**src/rtl/esi_prims_pkg.sv**
```systemverilog
// ---------------------------------------------------------------------------
// esi_prims_pkg
// Shared width helpers for the ESI primitive blocks.
//   ptr_w(depth)   : read/write pointer width for a circular buffer of depth
//   cnt_w(depth)   : width of a storage count that can hold 0..depth
//   level_w(depth) : width of an occupancy level that can hold 0..depth+1
//                    (storage entries plus one output register)
//   level_t        : level type for the default depth
// ---------------------------------------------------------------------------
package esi_prims_pkg;

  localparam int DEFAULT_DEPTH = 4;

  function automatic int ptr_w(input int depth);
    // A depth-1 buffer would need a 0-bit pointer; clamp to 1.
    return (depth > 1) ? $clog2(depth) : 1;
  endfunction

  function automatic int cnt_w(input int depth);
    return $clog2(depth + 1);
  endfunction

  function automatic int level_w(input int depth);
    return $clog2(depth + 2);
  endfunction

  localparam int DEFAULT_PTR_W   = ptr_w(DEFAULT_DEPTH);
  localparam int DEFAULT_CNT_W   = cnt_w(DEFAULT_DEPTH);
  localparam int DEFAULT_LEVEL_W = level_w(DEFAULT_DEPTH);

  typedef logic [DEFAULT_LEVEL_W-1:0] level_t;

endpackage : esi_prims_pkg

```
**src/rtl/esi_fifo_ram.sv**
```systemverilog
// ---------------------------------------------------------------------------
// esi_fifo_ram
// WIDTH x DEPTH storage array: one synchronous write port, one asynchronous
// read port. Contents are not reset.
//   clk    : write clock, rising edge
//   we     : write enable
//   waddr  : write address
//   wdata  : write data
//   raddr  : read address
//   rdata  : read data (combinational from raddr)
// ---------------------------------------------------------------------------
module esi_fifo_ram
  import esi_prims_pkg::*;
#(
  parameter int WIDTH = 8,
  parameter int DEPTH = 4
) (
  input  logic                    clk,
  input  logic                    we,
  input  logic [ptr_w(DEPTH)-1:0] waddr,
  input  logic [WIDTH-1:0]        wdata,
  input  logic [ptr_w(DEPTH)-1:0] raddr,
  output logic [WIDTH-1:0]        rdata
);

  logic [WIDTH-1:0] mem [DEPTH];

  always_ff @(posedge clk) begin
    if (we) begin
      mem[waddr] <= wdata;
    end
  end

  assign rdata = mem[raddr];

endmodule : esi_fifo_ram

```
**src/rtl/esi_pipeline_fifo.sv**
```systemverilog
// ---------------------------------------------------------------------------
// esi_pipeline_fifo
// Latency-insensitive pipeline FIFO: a DEPTH-entry circular buffer followed
// by one output register. Sustains one token per cycle.
//
// Handshake: a token moves on a channel in any cycle where valid && ready are
// both high at the rising edge of clk. Once x_valid is high it stays high and
// x stays constant until x_ready is seen. a_ready and x_valid come straight
// from flops, so there is no combinational path between the two channels.
//
// Ports
//   clk           : clock, rising edge
//   rst           : synchronous, active-low reset
//   a_valid/a     : input channel valid / payload
//   a_ready       : input channel ready (storage count < DEPTH, registered)
//   x_valid/x     : output channel valid / payload
//   x_ready       : output channel ready
//   level         : tokens held, storage plus output register (0..DEPTH+1)
//   a_almost_full : level >= AFULL_THRESH
//
// Configuration
//   ESI_FIFO_BYPASS_EN : when defined, a token accepted while storage is
//                        empty and the output register is free (or leaving
//                        this cycle) is loaded straight into the output
//                        register: x_valid one cycle after accept. When not
//                        defined, every token goes through storage: x_valid
//                        two cycles after accept into an empty FIFO.
// ---------------------------------------------------------------------------
module esi_pipeline_fifo
  import esi_prims_pkg::*;
#(
  parameter int WIDTH        = 8,
  parameter int DEPTH        = 4,
  parameter int AFULL_THRESH = DEPTH - 1
) (
  input  logic                       clk,
  input  logic                       rst,
  input  logic                       a_valid,
  input  logic [WIDTH-1:0]           a,
  output logic                       a_ready,
  output logic                       x_valid,
  output logic [WIDTH-1:0]           x,
  input  logic                       x_ready,
  output logic [$clog2(DEPTH+2)-1:0] level,
  output logic                       a_almost_full
);

  localparam int PTR_W = ptr_w(DEPTH);
  localparam int CNT_W = cnt_w(DEPTH);
  localparam int LVL_W = level_w(DEPTH);

  // Registered state
  logic [PTR_W-1:0] wptr_q,    wptr_d;
  logic [PTR_W-1:0] rptr_q,    rptr_d;
  logic [CNT_W-1:0] count_q,   count_d;
  logic [LVL_W-1:0] level_q,   level_d;
  logic             a_ready_q, a_ready_d;
  logic             x_valid_q, x_valid_d;
  logic [WIDTH-1:0] x_q,       x_d;

  // Per-cycle events
  logic             accept;
  logic             xfer;
  logic             out_free;
  logic             stor_empty;
  logic             pop;
  logic             push;
  logic             bypass;
  logic [WIDTH-1:0] rd_data;

  esi_fifo_ram #(
    .WIDTH (WIDTH),
    .DEPTH (DEPTH)
  ) u_ram (
    .clk   (clk),
    .we    (push),
    .waddr (wptr_q),
    .wdata (a),
    .raddr (rptr_q),
    .rdata (rd_data)
  );

  always_comb begin
    accept     = a_valid && a_ready_q;
    xfer       = x_valid_q && x_ready;
    // The output register can take a new token if it is empty or its current
    // token leaves this cycle; refilling on transfer gives full throughput.
    out_free   = xfer || !x_valid_q;
    stor_empty = (count_q == '0);
    pop        = out_free && !stor_empty;
`ifdef ESI_FIFO_BYPASS_EN
    bypass     = out_free && stor_empty && accept;
`else
    bypass     = 1'b0;
`endif
    push       = accept && !bypass;

    x_d       = x_q;
    x_valid_d = x_valid_q;
    if (pop) begin
      x_d       = rd_data;
      x_valid_d = 1'b1;
    end else if (bypass) begin
      x_d       = a;
      x_valid_d = 1'b1;
    end else if (xfer) begin
      x_valid_d = 1'b0;
    end

    // DEPTH is a power of two, so pointers wrap modulo DEPTH on overflow.
    wptr_d  = wptr_q + PTR_W'(push);
    rptr_d  = rptr_q + PTR_W'(pop);
    count_d = count_q + CNT_W'(push) - CNT_W'(pop);
    level_d = level_q + LVL_W'(accept) - LVL_W'(xfer);

    // Ready for next cycle is decided from next cycle's storage count, so a
    // pop this cycle re-opens the input one cycle later.
    a_ready_d = (count_d < CNT_W'(DEPTH));
  end

  always_ff @(posedge clk) begin
    if (!rst) begin
      wptr_q    <= '0;
      rptr_q    <= '0;
      count_q   <= '0;
      level_q   <= '0;
      a_ready_q <= 1'b0;
      x_valid_q <= 1'b0;
    end else begin
      wptr_q    <= wptr_d;
      rptr_q    <= rptr_d;
      count_q   <= count_d;
      level_q   <= level_d;
      a_ready_q <= a_ready_d;
      x_valid_q <= x_valid_d;
    end
  end

  // Payload register needs no reset: it is only observed while x_valid is set.
  always_ff @(posedge clk) begin
    x_q <= x_d;
  end

  assign a_ready       = a_ready_q;
  assign x_valid       = x_valid_q;
  assign x             = x_q;
  assign level         = level_q;
  assign a_almost_full = (level_q >= LVL_W'(AFULL_THRESH));

`ifndef SYNTHESIS
  // Writing into full storage would overwrite the oldest unread token.
  always_ff @(posedge clk) begin
    if (rst) begin
      assert (!(accept && (count_q == CNT_W'(DEPTH))));
    end
  end
`endif

endmodule : esi_pipeline_fifo

```
**config.mk**
```make
export PLATFORM = sky130hd
export DESIGN_NAME = esi_pipeline_fifo
export DESIGN_NICKNAME = d
export VERILOG_FILES = /design/src/rtl/esi_prims_pkg.sv /design/src/rtl/esi_fifo_ram.sv /design/src/rtl/esi_pipeline_fifo.sv
export SDC_FILE = /design/constraint.sdc
export NUM_CORES = 1
export LEC_CHECK = 0
export ABC_AREA = 1
export CAP_MARGIN = 20
export CORE_MARGIN = 1.5
export CORE_UTILIZATION = 45
export CTS_CLUSTER_DIAMETER = 100
export CTS_CLUSTER_SIZE = 25
export DETAILED_ROUTE_END_ITERATION = 10
export GPL_TIMING_DRIVEN = 0
export HOLD_SLACK_MARGIN = 0.05
export PLACE_DENSITY = 0.73
export SYNTH_ARGS = -nofsm -noshare
export SYNTH_HDL_FRONTEND = slang
export SYNTH_SLANG_ARGS = --single-unit
```
**constraint.sdc**
```tcl
create_clock -name clk -period 2 [get_ports clk]
set_input_delay 0.6 -clock clk [delete_from_list [all_inputs] [get_ports clk]]
set_output_delay 0.6 -clock clk [all_outputs]
set_load 0.05 [all_outputs]
```
* Word-level counts from Yosys, hierarchy flattened *
Memories as Yosys holds them, arrays and structs flattened. A register that Yosys moved wholly into a read port is not among the register bits.
Cells that the tools add are included.
Widths: inputs -> output; s select.

storage, ports and cells
  output and inout port bits = 14
  memories kept = 1
  bits of input ports = 12
  RAM bits = 32
  register bits = 12
  logic and storage cells = 27

cells by class
  reduce and logical (&&, ||, !) cells = 8
  add/sub/neg operators = 6
  magnitude comparators = 2
  multiplexer cells = 4

memory list
  memory     words  bits a word  rd ports  clocked after memory_dff  write ports  line                text
  u_ram.mem  4      8            1         1                         1            esi_fifo_ram.sv:26  logic [WIDTH-1:0] mem [DEPTH];

operator list
  cell                number
  $add 3x1->3         2
  $sub 3x1->3         2
  $add 2x1->2         2
  $mux 1              4
  $ge 3x2->1 const B  1
  $logic_and 1x1->1   3
  $logic_not 3->1     1
  $lt 3x3->1 const B  1
  $logic_not 1->1     2
  $reduce_bool 2->1   1
  $logic_or 1x1->1    1

* Logic depth before layout (Yosys ltp) *
  depth in word-level cells = 5
  mapped depth = 10

* Modules after synthesis *
Synthesis repeated with hierarchy kept, for this count alone.

second synthesis, totals
  cells, all modules = 215
  area, all modules = 2215.9 µm²

modules (own cells, without submodules)
  module             cells an instance  sequential area each (µm²)  times used  area an instance (µm²)
  esi_fifo_ram       133                960.9                       1           1387.6
  esi_pipeline_fifo  82                 480.5                       1           828.3

* Worst setup path after synthesis *
Ideal clock, no wire load.

  path type = reg2reg
  from = register x_valid_q (netlist: x_valid)
  to = register count_q[2]
  arrival time = 2023 ps
  required time = 1884 ps
  cell stages (with the launch flop) = 10
  library setup time = 116 ps
  buffers on the path = 0
  slack = -139 ps
  cells stage by stage = dfxtp_1 -> nand2_1 -> nand2_2 -> inv_1 -> nand2_2 -> nand2_1 -> ha_1 -> fa_1 -> xnor2_1 -> nor2_1

on the way
  cells in the longest elaborated chain, start to end = 4

RTL lines
  item                                                  line                                              text
  start: declaration                                    esi_pipeline_fifo.sv:58                           logic x_valid_q, x_valid_d;
  start signal: assignment                              esi_pipeline_fifo.sv:135                          x_valid_q <= x_valid_d;
  $logic_and 1x1->1 or $logic_not 1->1 (tied branches)  esi_pipeline_fifo.sv:85, esi_pipeline_fifo.sv:88
  $logic_or 1x1->1 *                                    esi_pipeline_fifo.sv:88                           out_free = xfer || !x_valid_q;
  $logic_and 1x1->1 *                                   esi_pipeline_fifo.sv:90                           pop = out_free && !stor_empty;
  named net pop                                         esi_pipeline_fifo.sv:66                           logic pop;
  $sub 3x1->3 *                                         esi_pipeline_fifo.sv:113                          count_d = count_q + CNT_W'(push) - CNT_W'(pop);
  end signal: assignment                                esi_pipeline_fifo.sv:132                          count_q <= count_d;
  end: declaration                                      esi_pipeline_fifo.sv:55                           logic [CNT_W-1:0] count_q, count_d;

The timed path passes the listed nets; every way through them passes the cells marked *.
A chain may end at the register's enable or synchronous reset.

* Final worst setup path *
  from = register level_q[1] (netlist: level[1])
  to = output port level[1]

RTL lines
  item                      line                      text
  start: declaration        esi_pipeline_fifo.sv:56   logic [LVL_W-1:0] level_q, level_d;
  start signal: assignment  esi_pipeline_fifo.sv:133  level_q <= level_d;
  end: declaration          esi_pipeline_fifo.sv:44   output logic [$clog2(DEPTH+2)-1:0] level,

No word-level cell between the ends.

==> impl_metrics.env <==
export IMPL_final_cell_area_mm2=0.002674
export IMPL_cpPeakStageDelay_ns=0.57
export IMPL_leakagePower_uw=0.001080
export IMPL_endpoint_kind="output pin"
export IMPL_place_hpwl_um=2686
export IMPL_cts_buffer_depth=2
export IMPL_status="completed"
export IMPL_drt_pass1_iter_count=4
export IMPL_num_antenna_cells=0
export IMPL_syn_inst=164
export IMPL_drive_gt1_share_pct=26.47
export IMPL_initial_core_util_pct=47.73
export IMPL_place_gp_congestion=0.7679
export IMPL_antenna_found_initial=0
export IMPL_min_period_over_period_pct=94.77
export IMPL_arrival_ns=1.30
export IMPL_core_area_mm2=0.004474
export IMPL_dr_wl_met3_um=155
export IMPL_synth_warnings=0
export IMPL_area_growth_syn_to_layout_pct=25.19
export IMPL_finalSetupViolCount=0
export IMPL_cts_made_buffers=5
export IMPL_grt_max_degree=18
export IMPL_cp_max_fo=4
export IMPL_cts_sinks=52
export IMPL_cts_tree="done"
export IMPL_drtIter0Drc=89
export IMPL_grt_ovfl_total=0
export IMPL_finalClockSkew_ns=0.006746
export IMPL_wl_met1_um=1776
export IMPL_grt_first_pass_wirelength_um=6637
export IMPL_highest_layer="met4"
export IMPL_ios=26
export IMPL_power_density_mw_per_mm2=1587
export IMPL_hp_class="register to register"
export IMPL_drcViolationCount=0
export IMPL_fin_crit_ns=1.895
export IMPL_drv_cap=0
export IMPL_mostFrequentLayoutCells="40 x edfxtp_1, 17 x inv_1, 17 x nand2_1"
export IMPL_clk_pin_slew_ns=0.09
export IMPL_wl_met2_um=2219
export IMPL_ir_drop_mv=0.8231
export IMPL_hold_ws_ns=0.5794
export IMPL_ys_seq_area_share_pct=67.49
export IMPL_ys_ff_latch=52
export IMPL_grt_use_total_pct=17.48
export IMPL_dieArea_mm2=0.005168
export IMPL_fmax_ghz=0.5276
export IMPL_n_fill_cell=363
export IMPL_drv_slew=0
export IMPL_crit_chain="dlygate4sd2_1"
export IMPL_path_class="register to output pin"
export IMPL_vias_per_cell=5.176
export IMPL_routed_wl_um=4192
export IMPL_synth_fp_nets=183
export IMPL_final_common_cell="edfxtp_1"
export IMPL_port_buffers=24
export IMPL_fp_row_count=24
export IMPL_wl_per_cell_um=16.38
export IMPL_drt_antenna_violating_nets=0
export IMPL_htree_levels=2
export IMPL_die_height_um=71.89
export IMPL_critical_path_top_delay_family="buffers and inverters"
export IMPL_cts_root_buf="clkbuf_8"
export IMPL_rsz0062_at_grt="false"
export IMPL_finalNetCount=222
export IMPL_place_area_mm2=0.002464
export IMPL_synthDistinctLibCells=23
export IMPL_avgSynthCellArea_um2=13.02
export IMPL_netlist_area_mm2=0.002136
export IMPL_crit_path_start_kind="register"
export IMPL_hold_violations=0
export IMPL_worst_pin_slew_ns=0.5099
export IMPL_clk_latency_ns=0.30
export IMPL_timing_critical_path_buf_inv=1
export IMPL_die_x_um=71.89
export IMPL_vias=1325
export IMPL_worst_path_max_delay_cell="dlygate4sd2_1"
export IMPL_power_uw=4243
export IMPL_required_ns=1.40
export IMPL_grt_pass1_vias=1398
export IMPL_utilization_pct=59.76
export IMPL_slew_headroom_pct=66.14
-- kinds of logic after synthesis --
| logic type | Yosys count | synth area share [%] |
|---|---|---|
| AO/OA/AOI/OAI | 26 | 9.080 |
| flip-flops | 52 | 67.49 |
| adder cells (fa/ha/maj) | 7 | 4.804 |
| buffers and inverters | 25 | 6.620 |
| XOR/XNOR | 4 | 1.641 |
| AND/OR/NAND/NOR | 50 | 10.37 |
-- metrics by stage --
stage,TNS (ns),cells,setup WS (ns)
after global routing,0,256,0.006107
after detailed placement,-9.454,244,-0.5844
final,0,256,0.1045
after floorplan,0,164,0.04186
after CTS,-0.05539,255,-0.05372
after global placement,-23.73,240,-0.6941
-- final cells by class --
| type | count | area [µm²] | area share [%] |
|---|---|---|---|
| plain buffers | 5 | 58.81 | 2.199 |
| clock buffers | 5 | 68.82 | 2.574 |
| clock inverters | 3 | 68.82 | 2.574 |
| inverters | 20 | 87.58 | 3.276 |
| multi-input cells | 87 | 606.8 | 22.70 |
| flip-flops and latches | 52 | 1444 | 54.00 |
| well taps | 52 | 65.06 | 2.433 |
| repair buffers | 32 | 274.0 | 10.25 |
-- registers in the layout (all words and copies together), names as in the netlist --
name       count
x              8
a_ready        1
u_ram.mem     32
rptr_q         2
wptr_q         2
x_valid        1
count_q        3
level          3
-- final timing paths --
| path | startpoint | end | slack [ns] | cells after the start |
|---|---|---|---|---|
| max | level[1] | level[1] | 0.10 | 1 |
| min | u_ram.mem[0][0] | x[0] | 0.58 | 2 |
| max reg2reg | count_q[1] | a_ready | 0.20 | 10 |
| min reg2reg | u_ram.mem[0][0] | x[0] | 0.58 | 2 |
-- cell usage after synthesis --
master | number | share of area [%]
fa_1 | 2 | 1.9
buf_6 | 3 | 1.6
nor3_1 | 4 | 0.94
ha_1 | 5 | 2.9
buf_2 | 1 | 0.23
xor2_1 | 2 | 0.82
dfxtp_1 | 12 | 11
inv_1 | 19 | 3.3
nand3_1 | 1 | 0.23
o21ai_1 | 1 | 0.23
nand4_1 | 1 | 0.29
xnor2_1 | 2 | 0.82
o21ai_0 | 15 | 3.5
nor2_1 | 15 | 2.6
a21oi_1 | 1 | 0.23
o21ai_2 | 1 | 0.41
nand2_2 | 2 | 0.59
buf_12 | 1 | 0.94
o22ai_2 | 8 | 4.7
nand2_1 | 19 | 3.3
nor2_2 | 8 | 2.3
inv_8 | 1 | 0.53
edfxtp_1 | 40 | 56
-- where the power goes --
group	internal (µW)	switching (µW)
Sequential	1430	92.5
Clock	504	350
Combinational	631	1230
-- repair_timing --
action / in CTS / in global routing
gates resized for setup: 26 / 10
hold buffers: 0 / 0
setup endpoints to repair: 19 / 18
pin swaps: 6 / 7
buffers inserted: 3 / 1
-- routing by layer --
metal  up-vias  global-route usage [%]
met3         4                   5.417
li1        638                       -
met5         -                       0
met4         0                   5.660
met1       648                   21.06
met2        35                   30.04
No activity file was read; power rests on OpenSTA's default activity.
